==> src/rtl/head_table_pkg.sv <==
// head_table_pkg: types shared by the head table and its write-port arbiter.
// The head-RAM payload struct and the write-arbiter FSM encoding live here.
package head_table_pkg;

    // Width of the head pointer stored in each bucket entry.
    localparam int unsigned HT_PTR_W = 10;

    // One head-RAM word: pointer plus its valid flag.
    typedef struct packed {
        logic [HT_PTR_W-1:0] ptr;
        logic                ptr_val;
    } head_ram_data_t;

    // Write-arbiter sequencer states.
    typedef enum logic {
        IDLE  = 1'b0,
        CLEAR = 1'b1
    } head_wr_arb_state_t;

endpackage : head_table_pkg

==> src/rtl/head_table_wr_arb_rr_arbiter.sv <==
// rr_arbiter: N-way grant generator for the head-table write port.
// Default build: round-robin starting after last_grant, which moves only when
// advance_i reports a completed transfer.
// Macro HEAD_WR_ARB_FIXED_PRIO_EN: fixed priority, lowest index wins, and no
// grant history is kept.
module rr_arbiter #(
    parameter int unsigned N = 2
) (
    input  logic         clk_i,
    input  logic         rst_i,
    input  logic [N-1:0] req_i,
    input  logic         advance_i,
    output logic [N-1:0] gnt_c
);

`ifdef HEAD_WR_ARB_FIXED_PRIO_EN

    logic found_c;
    logic unused_c;

    // Clock, reset and advance have no role without grant history.
    assign unused_c = ^{clk_i, rst_i, advance_i};

    // Lowest-index valid requester wins.
    always_comb begin
        gnt_c   = '0;
        found_c = 1'b0;
        for (int unsigned j = 0; j < N; j++) begin
            if (!found_c && req_i[j]) begin
                gnt_c[j] = 1'b1;
                found_c  = 1'b1;
            end
        end
    end

`else

    localparam int unsigned IDX_W = (N > 1) ? $clog2(N) : 1;

    logic [IDX_W-1:0] last_grant_q;
    logic [IDX_W-1:0] last_grant_d;
    logic             found_c;

    // Search from last_grant+1 upward with wrap; first valid requester wins.
    always_comb begin
        gnt_c   = '0;
        found_c = 1'b0;
        for (int unsigned i = 1; i <= N; i++) begin
            for (int unsigned j = 0; j < N; j++) begin
                if (!found_c && req_i[j] && (j == ((32'(last_grant_q) + i) % N))) begin
                    gnt_c[j] = 1'b1;
                    found_c  = 1'b1;
                end
            end
        end
    end

    // Remember the granted index only when the grant turned into a transfer.
    always_comb begin
        last_grant_d = last_grant_q;
        if (advance_i) begin
            for (int unsigned j = 0; j < N; j++) begin
                if (gnt_c[j]) begin
                    last_grant_d = IDX_W'(j);
                end
            end
        end
    end

    // Grant history register; resets to N-1 so requester 0 is favoured first.
    always_ff @(posedge clk_i or posedge rst_i) begin
        if (rst_i) begin
            last_grant_q <= IDX_W'(N - 1);
        end else begin
            last_grant_q <= last_grant_d;
        end
    end

`endif

endmodule : rr_arbiter

==> src/rtl/head_table_wr_arb.sv <==
// head_table_wr_arb: shares the head-table write port between N_REQ update
// engines and runs the clear sweep that zeroes every bucket.
// Optional macro HEAD_WR_ARB_FIXED_PRIO_EN selects fixed-priority arbitration
// (lowest index wins) instead of round-robin; the sweep is unaffected.
// Note: the stored pointer width is head_table_pkg::HT_PTR_W; HEAD_PTR_WIDTH is
// expected to match it.
module head_table_wr_arb
    import head_table_pkg::*;
#(
    parameter int unsigned BUCKET_WIDTH   = 8,
    parameter int unsigned HEAD_PTR_WIDTH = 10,
    parameter int unsigned N_REQ          = 2
) (
    input  logic                             clk_i,
    input  logic                             rst_i,
    input  logic [N_REQ-1:0]                 req_valid_i,
    input  logic [N_REQ*BUCKET_WIDTH-1:0]    req_bucket_i,
    input  logic [N_REQ*HEAD_PTR_WIDTH-1:0]  req_ptr_i,
    input  logic [N_REQ-1:0]                 req_ptr_val_i,
    output logic [N_REQ-1:0]                 req_ready_o,
    input  logic                             clear_run_i,
    output logic                             clear_done_o,
    output logic                             busy_o,
    output logic                             ht_wr_en_o,
    output logic [BUCKET_WIDTH-1:0]          ht_wr_addr_o,
    output logic [HEAD_PTR_WIDTH-1:0]        ht_wr_ptr_o,
    output logic                             ht_wr_ptr_val_o
);

    localparam logic [BUCKET_WIDTH-1:0] LAST_ADDR = '1;

    head_wr_arb_state_t        state_q, state_d;
    logic [BUCKET_WIDTH-1:0]   clr_addr_q, clr_addr_d;
    logic                      wr_en_q, wr_en_d;
    logic [BUCKET_WIDTH-1:0]   wr_addr_q, wr_addr_d;
    head_ram_data_t            wr_data_q, wr_data_d;
    logic                      clear_done_q, clear_done_d;
    logic                      busy_q, busy_d;

    logic [N_REQ-1:0]          gnt_c;
    logic [N_REQ-1:0]          ready_c;
    logic                      xfer_c;
    logic [BUCKET_WIDTH-1:0]   sel_bucket_c;
    logic [HEAD_PTR_WIDTH-1:0] sel_ptr_c;
    logic                      sel_ptr_val_c;
    logic                      clr_wr_c;
    logic [BUCKET_WIDTH-1:0]   clr_next_c;

    // Grant generator; history advances on every completed handshake.
    rr_arbiter #(
        .N (N_REQ)
    ) u_rr_arbiter (
        .clk_i     (clk_i),
        .rst_i     (rst_i),
        .req_i     (req_valid_i),
        .advance_i (xfer_c),
        .gnt_c     (gnt_c)
    );

    // Grants only in IDLE, never in a clear-start cycle, never during reset.
    always_comb begin
        ready_c = '0;
        if (!rst_i && (state_q == IDLE) && !clear_run_i) begin
            ready_c = gnt_c;
        end
    end

    assign req_ready_o = ready_c;
    assign xfer_c      = |ready_c;

    // Select the granted requester's payload.
    always_comb begin
        sel_bucket_c  = '0;
        sel_ptr_c     = '0;
        sel_ptr_val_c = 1'b0;
        for (int unsigned k = 0; k < N_REQ; k++) begin
            if (ready_c[k]) begin
                sel_bucket_c  = req_bucket_i[k*BUCKET_WIDTH +: BUCKET_WIDTH];
                sel_ptr_c     = req_ptr_i[k*HEAD_PTR_WIDTH +: HEAD_PTR_WIDTH];
                sel_ptr_val_c = req_ptr_val_i[k];
            end
        end
    end

    // Next-state and write-port decode. clr_addr tracks the address of the
    // clear write currently on the port, so the sweep ends on the cycle that
    // presents the all-ones address and IDLE resumes one cycle later.
    always_comb begin
        state_d      = state_q;
        clr_addr_d   = clr_addr_q;
        wr_en_d      = 1'b0;
        wr_addr_d    = wr_addr_q;
        wr_data_d    = wr_data_q;
        clear_done_d = 1'b0;
        busy_d       = 1'b0;
        clr_wr_c     = 1'b0;
        clr_next_c   = '0;

        case (state_q)
            IDLE: begin
                if (clear_run_i) begin
                    clr_wr_c = 1'b1;
                    state_d  = CLEAR;
                end else if (xfer_c) begin
                    wr_en_d           = 1'b1;
                    wr_addr_d         = sel_bucket_c;
                    wr_data_d.ptr     = HT_PTR_W'(sel_ptr_c);
                    wr_data_d.ptr_val = sel_ptr_val_c;
                end
            end
            CLEAR: begin
                if (clear_run_i) begin
                    clr_wr_c = 1'b1;
                end else if (clr_addr_q != LAST_ADDR) begin
                    clr_wr_c   = 1'b1;
                    clr_next_c = clr_addr_q + 1'b1;
                end else begin
                    state_d = IDLE;
                end
            end
            default: begin
                state_d = IDLE;
            end
        endcase

        if (clr_wr_c) begin
            wr_en_d      = 1'b1;
            wr_addr_d    = clr_next_c;
            wr_data_d    = '0;
            clr_addr_d   = clr_next_c;
            clear_done_d = (clr_next_c == LAST_ADDR);
        end

        busy_d = (state_d == CLEAR);
    end

    // State, sweep counter and registered write-port outputs.
    always_ff @(posedge clk_i or posedge rst_i) begin
        if (rst_i) begin
            state_q      <= IDLE;
            clr_addr_q   <= '0;
            wr_en_q      <= 1'b0;
            wr_addr_q    <= '0;
            wr_data_q    <= '0;
            clear_done_q <= 1'b0;
            busy_q       <= 1'b0;
        end else begin
            state_q      <= state_d;
            clr_addr_q   <= clr_addr_d;
            wr_en_q      <= wr_en_d;
            wr_addr_q    <= wr_addr_d;
            wr_data_q    <= wr_data_d;
            clear_done_q <= clear_done_d;
            busy_q       <= busy_d;
        end
    end

    assign ht_wr_en_o      = wr_en_q;
    assign ht_wr_addr_o    = wr_addr_q;
    assign ht_wr_ptr_o     = HEAD_PTR_WIDTH'(wr_data_q.ptr);
    assign ht_wr_ptr_val_o = wr_data_q.ptr_val;
    assign clear_done_o    = clear_done_q;
    assign busy_o          = busy_q;

endmodule : head_table_wr_arb

==> config.mk <==
export PLATFORM = sky130hd
export DESIGN_NAME = head_table_wr_arb
export DESIGN_NICKNAME = d
export VERILOG_FILES = /design/src/rtl/head_table_pkg.sv /design/src/rtl/head_table_wr_arb_rr_arbiter.sv /design/src/rtl/head_table_wr_arb.sv
export SDC_FILE = /design/constraint.sdc
export NUM_CORES = 1
export LEC_CHECK = 0
export CAP_MARGIN = 10
export CORE_MARGIN = 1.5
export CORE_UTILIZATION = 37
export CTS_CLUSTER_DIAMETER = 100
export DETAILED_ROUTE_END_ITERATION = 7
export HOLD_SLACK_MARGIN = 0.05
export MAX_ROUTING_LAYER = met4
export PLACE_DENSITY = 0.7
export SLEW_MARGIN = 20
export SYNTH_ARGS = -nofsm -noshare
export SYNTH_HDL_FRONTEND = slang
export SYNTH_SLANG_ARGS = --single-unit
export TNS_END_PERCENT = 100
==> constraint.sdc <==
create_clock -name clk_i -period 2.9 [get_ports clk_i]
set_input_delay 0.29 -clock clk_i [delete_from_list [all_inputs] [get_ports clk_i]]
set_output_delay 0.29 -clock clk_i [all_outputs]
set_load 0.02 [all_outputs]
# Word level (Yosys, flattened, before mapping)
# Index checks and enable logic that the tools add are counted.
# totals
ff_bits,31
out_inout_bits,24
elab_cells,72
# op_classes
add_sub_neg,3
n_eq_ne,4
n_mux,35
n_bitwise,1
n_reduce_logical,21
# ops
cell,n
8-bit 2-to-1 mux,9
32-bit logical NOT,2
11-bit 2-to-1 mux,4
10-bit 2-to-1 mux,2
1-bit 2-to-1 mux,18
1-bit logical AND,9
"8-bit by 1-bit adder with 8-bit output, second input constant",1
"8-bit equality test, second input constant",1
"8-bit inequality test, second input constant",1
1-bit logical NOT,5
"2-bit by 1-bit inequality test with 1-bit output, second input constant",2
2-bit nonzero test,2
3-bit AND reduction,1
"1-bit adder, second input constant",2
2-bit 2-to-1 mux,1
1-bit case mux with 2 select lines,1
2-bit AND reduction,1
2-bit OR reduction,1
1-bit inverter,1

# Longest topological paths before layout
# logic_depth
ltp_word,23
ltp_mapped,7
depth_no_buf,6

# By module
# From an unflattened synthesis, not the netlist that was laid out.
# hier_totals
cells_unflattened,182
area_unflattened_um2,1745.4
# by_module_without_submodules
mod,n_inst,cells_per_inst,area_each_um2,seq_area_each_um2
head_table_wr_arb,1,175,1685.4,750.7
rr_arbiter,1,7,60.1,26.3

# Worst setup path before layout
# OpenSTA, ideal clock, no wires.
# synth_timing
path_kind,register -> register
from,register clr_addr_q[0]
to,register wr_addr_q[2] (netlist: ht_wr_addr_o[2])
setup_ns,0.125
t_arrival_ns,1.590
required_time_ns,2.775
slack_ns,1.185
path_stages_with_launch,7
cell_sequence,dfrtp_1 ha_1 buf_2 and4b_1 a21o_4 nand2_2 mux2_4
# synth_via
elab_chain_len,6
elab_cells_between_ends,13
classes_between,add/sub: 1; eq/ne: 3; mux: 7; reduce/logical: 2
# synth_lines
element,line_no,text
"start, declared",head_table_wr_arb.sv:33,"logic [BUCKET_WIDTH-1:0] clr_addr_q, clr_addr_d;"
"start signal, assigned",head_table_wr_arb.sv:149,clr_addr_q <= clr_addr_d;
"parallel branches: the longest is 6 deep, another holds 8-bit by 1-bit adder with 8-bit output",--,
"end signal, assigned",head_table_wr_arb.sv:151,wr_addr_q <= wr_addr_d;
"end, declared",head_table_wr_arb.sv:35,"logic [BUCKET_WIDTH-1:0] wr_addr_q, wr_addr_d;"
# Parallel ways; which one is timed is not known.
# A chain may end at the register's enable or synchronous reset.

# Worst setup path in the final report
# layout_timing
from,input clear_run_i
to,output req_ready_o[0]
# layout_via
elab_chain_len,3
# layout_lines
element,line_no,text
"start, declared",head_table_wr_arb.sv:21,"input logic clear_run_i,"
1-bit logical NOT,head_table_wr_arb.sv:63,if (!rst_i && (state_q == IDLE) && !clear_run_i) begin
1-bit logical AND,head_table_wr_arb.sv:63,
2-bit 2-to-1 mux,head_table_wr_arb.sv:63,
"end, declared",head_table_wr_arb.sv:20,"output logic [N_REQ-1:0] req_ready_o,"
# No other way between the ends.

==> metrics.log <==
INFO  metric cp.required = 2.61 ns
INFO  metric final.hold.worst_slack = 0.456 ns
INFO  metric status = complete, no violations
INFO  metric crit_path_frequent_cell = clkdlybuf4s50_1
INFO  metric r2r_setup_slack = 0.90 ns
INFO  metric synth_seq_area_share = 0.472
INFO  metric crit_path_cell_trace = clkdlybuf4s50_1 -> nor3_2 -> and3_4 -> clkdlybuf4s50_1
INFO  metric first_global_vias = 1499
INFO  metric total_power = 914 µW
INFO  metric cap_viol_max_count = 0
INFO  metric dr.pass1.iters = 5
INFO  metric post-route-drc-count = 0
INFO  metric yosys.cell_count.top_type = dfrtp_1
INFO  metric drt-total-wl = 4.30 mm
INFO  metric post-cts-setup-buffer-count = 0
INFO  metric num_vias = 1498
INFO  metric core = 4320 µm²
INFO  metric cellPowerDensity = 382 nW/µm²
INFO  metric ys.flop_type = dfrtp_1
INFO  metric postCtsResizedCells = 0
INFO  metric number_of_synthesized_flops_with_an_enable_pin = 0
INFO  metric hold_viol_final = 0
INFO  metric worst-path-max-fanout = 21
INFO  metric root_buffer = clkbuf_8
INFO  metric dr_wl_met3 = 228 µm
INFO  metric final_min_period_over_clock_period = 0.874
INFO  metric drt.antenna.violating_nets = 0
INFO  metric cts_bufs_inserted = 5
INFO  metric drt-initial-drc-count = 112
INFO  metric timing.critical_path.to = req_ready_o[0]
INFO  metric first_pass_grt_wire_length = 7.40 mm
INFO  metric dr.max_layer_used = met4
INFO  metric maximum_number_of_pins_on_one_net_before_global_route_repair = 22
INFO  metric timing.max_slew.rel_slack = 0.534
INFO  metric worstSetupStartpointType = input port
INFO  metric antennaDiodeCount = 0
INFO  metric final.min_clock_period = 2.54 ns
INFO  metric viasPerCell = 5.43
INFO  metric die_w = 69.7 µm
INFO  metric finalWeightedCongestion = 0.803
INFO  metric antenna_found_initial = 0
INFO  metric met2_wirelength = 2.00 mm
INFO  metric synth-warning-count = 0
INFO  metric area_growth = 45.3%
INFO  metric achievable-frequency = 394 MHz
INFO  metric wl_per_cell = 15.6 µm
INFO  metric setup_violations = 0
INFO  metric postSynthRegisterBits = 31
INFO  metric synth_top_cells_by_count = 30 x dfrtp_1, 12 x inv_1, 11 x a222oi_1
INFO  metric dieArea = 4860 µm²
INFO  metric hpwl_reported_at_the_end_of_detailed_placement = 3.06 mm
INFO  metric timing_worst_slew_pin_value = 0.698 ns
INFO  metric clk_pin_slew = 0.06 ns
INFO  metric die_height = 69.7 µm
INFO  metric critical_path_class = input port to output port
INFO  metric cts_tree = done
INFO  metric postSynthCellCount = 159
INFO  metric cpPeakStageDelay = 0.65 ns
INFO  metric vdd_ir_drop_max = 0.194 mV
INFO  metric worstPathArrival = 2.25 ns
INFO  metric m1WireLength = 2.00 mm
INFO  metric synth.top_cell.area_share = 0.456
INFO  metric groute.usage.overall = 0.197
INFO  metric endpoint_kind = output port
INFO  metric yosys.area.top_type = dfrtp_1
INFO  metric drive_gt1_frac = 0.107
INFO  metric unrepaired_setup_endpoints_after_global_routing = false
INFO  metric r2r.worst_path.cells = 5
INFO  metric timing.rr.end = ht_wr_addr_o[2]
INFO  metric num-fill-cells = 388
INFO  metric cts-hold-fix-buffers = 0
INFO  metric start_util = 0.381
INFO  metric floorplan.rows = 24
INFO  metric clk_latency = 0.29 ns
INFO  metric leakage_power_total = 0.000958 µW
INFO  metric syn_nets = 203
INFO  metric critPathSlowestCell = clkdlybuf4s50_1
INFO  metric num_io_pins = 67
INFO  metric worst_clock_skew = 0.00318 ns
INFO  metric syn-cell-area = 1650 µm²
INFO  metric cts.htree.levels = 2
INFO  metric cts-root-to-sink-buffers = 2
INFO  metric number_of_library_cell_types_mapped_by_synthesis = 46
INFO  metric globalRoute.totalOverflow = 0
INFO  metric critical_r2r_launch = clr_addr_q[0]
INFO  metric tns = 0 ns
INFO  metric io_buffer_count = 66
INFO  metric worst_hold_class = input port to asynchronous set/reset pin
INFO  metric placedInstanceArea = 2300 µm²
INFO  metric cts_num_sinks = 31
INFO  metric finish.utilization = 0.553
INFO  metric post-route-cell-area = 2390 µm²
INFO  metric post_synth_main_area_contributors = dfrtp_1 46%, a222oi_1 6.7%, a22oi_1 3.2%
INFO  metric postSynth.asyncResetShare = 1.00
INFO  metric timing.final.max_slew_violations = 0
INFO  metric final_net_count = 267
INFO  metric synthesis.area_per_instance = 10.4 µm²
INFO  metric worst_setup_path_startpoint = clear_run_i
==> cell usage in the layout (no fill, tap or decap), types with 3 or more instances in the layout <==
cell type | synthesis | routed
nor2_1 | 9 | 9
nand2_1 | 8 | 8
inv_1 | 12 | 12
clkdlybuf4s50_1 | 0 | 66
nor3_1 | 7 | 7
dfrtp_1 | 30 | 30
nand3_1 | 3 | 3
xnor2_1 | 5 | 5
a21oi_1 | 6 | 6
nand2b_1 | 3 | 3
a31oi_1 | 3 | 3
clkbuf_8 | 0 | 6
a222oi_1 | 11 | 11
o21ai_1 | 7 | 7
a22oi_1 | 7 | 7
nand4_1 | 3 | 3
==> cell families after synthesis <==
kind of cell,count (synthesis),share of synthesized area
compound gates,50,0.229
simple gates,45,0.160
flops,31,0.472
buf+inv,24,0.0821
xor+xnor,5,0.0266
mux,3,0.0220
fa+ha+maj,1,0.00760
==> flip-flops by register name, summed over array words and instances (netlist names) <==
signal	flops
busy_o	1
ht_wr_en_o	1
ht_wr_addr_o	8
ht_wr_ptr_val_o	1
ht_wr_ptr_o	10
u_rr_arbiter.last_grant_q	1
clear_done_o	1
clr_addr_q	8
==> routing by layer <==
metal  vias up  global-route usage
met3         6              0.0465
met5         -                   -
met2        47               0.287
li1        729                   -
met4         0              0.0641
met1       716               0.273
==> worst min-delay path by stage <==
stage | from | to | slack [ns] | cells past startpoint
floorplan | clear_run_i | clr_addr_q[3] | 0.36 | 1
global placement | u_rr_arbiter.last_grant_q | u_rr_arbiter.last_grant_q | 0.47 | 2
detailed placement | u_rr_arbiter.last_grant_q | u_rr_arbiter.last_grant_q | 0.48 | 2
CTS | rst_i | clr_addr_q[3] | 0.49 | 2
global route | u_rr_arbiter.last_grant_q | u_rr_arbiter.last_grant_q | 0.52 | 2
finish | rst_i | clr_addr_q[3] | 0.46 | 2
==> final cells by class <==
type                            instances  area [µm²]  share of cell area
Clock buffer                            7        86.3              0.0361
Tap cell                               52        65.1              0.0272
Multi-Input combinational cell        104         734               0.307
Inverter                               13        48.8              0.0204
Sequential cell                        31         777               0.325
Timing Repair Buffer                   68         676               0.282
Clock inverter                          1        5.00             0.00209
==> per-stage QoR <==
stage | setup slack (ns) | std cells
floorplan | 1.18 | 159
global placement | 0.368 | 268
detailed placement | 0.343 | 268
CTS | 0.349 | 276
global route | 0.267 | 276
finish | 0.365 | 276
==> where the power goes <==
part	switching [µW]	internal (µW)	total [µW]
Combinational	38.3	67.4	106
Clock	166	191	357
Sequential	10.4	441	452
Total	214	700	914
==> worst max-delay path: cells and delay by family <==
family	cells	cell delay, ns
and+or+nand+nor	2	0.79
buffers and inverters	2	1.16
(Power assumes the default switching activity.)
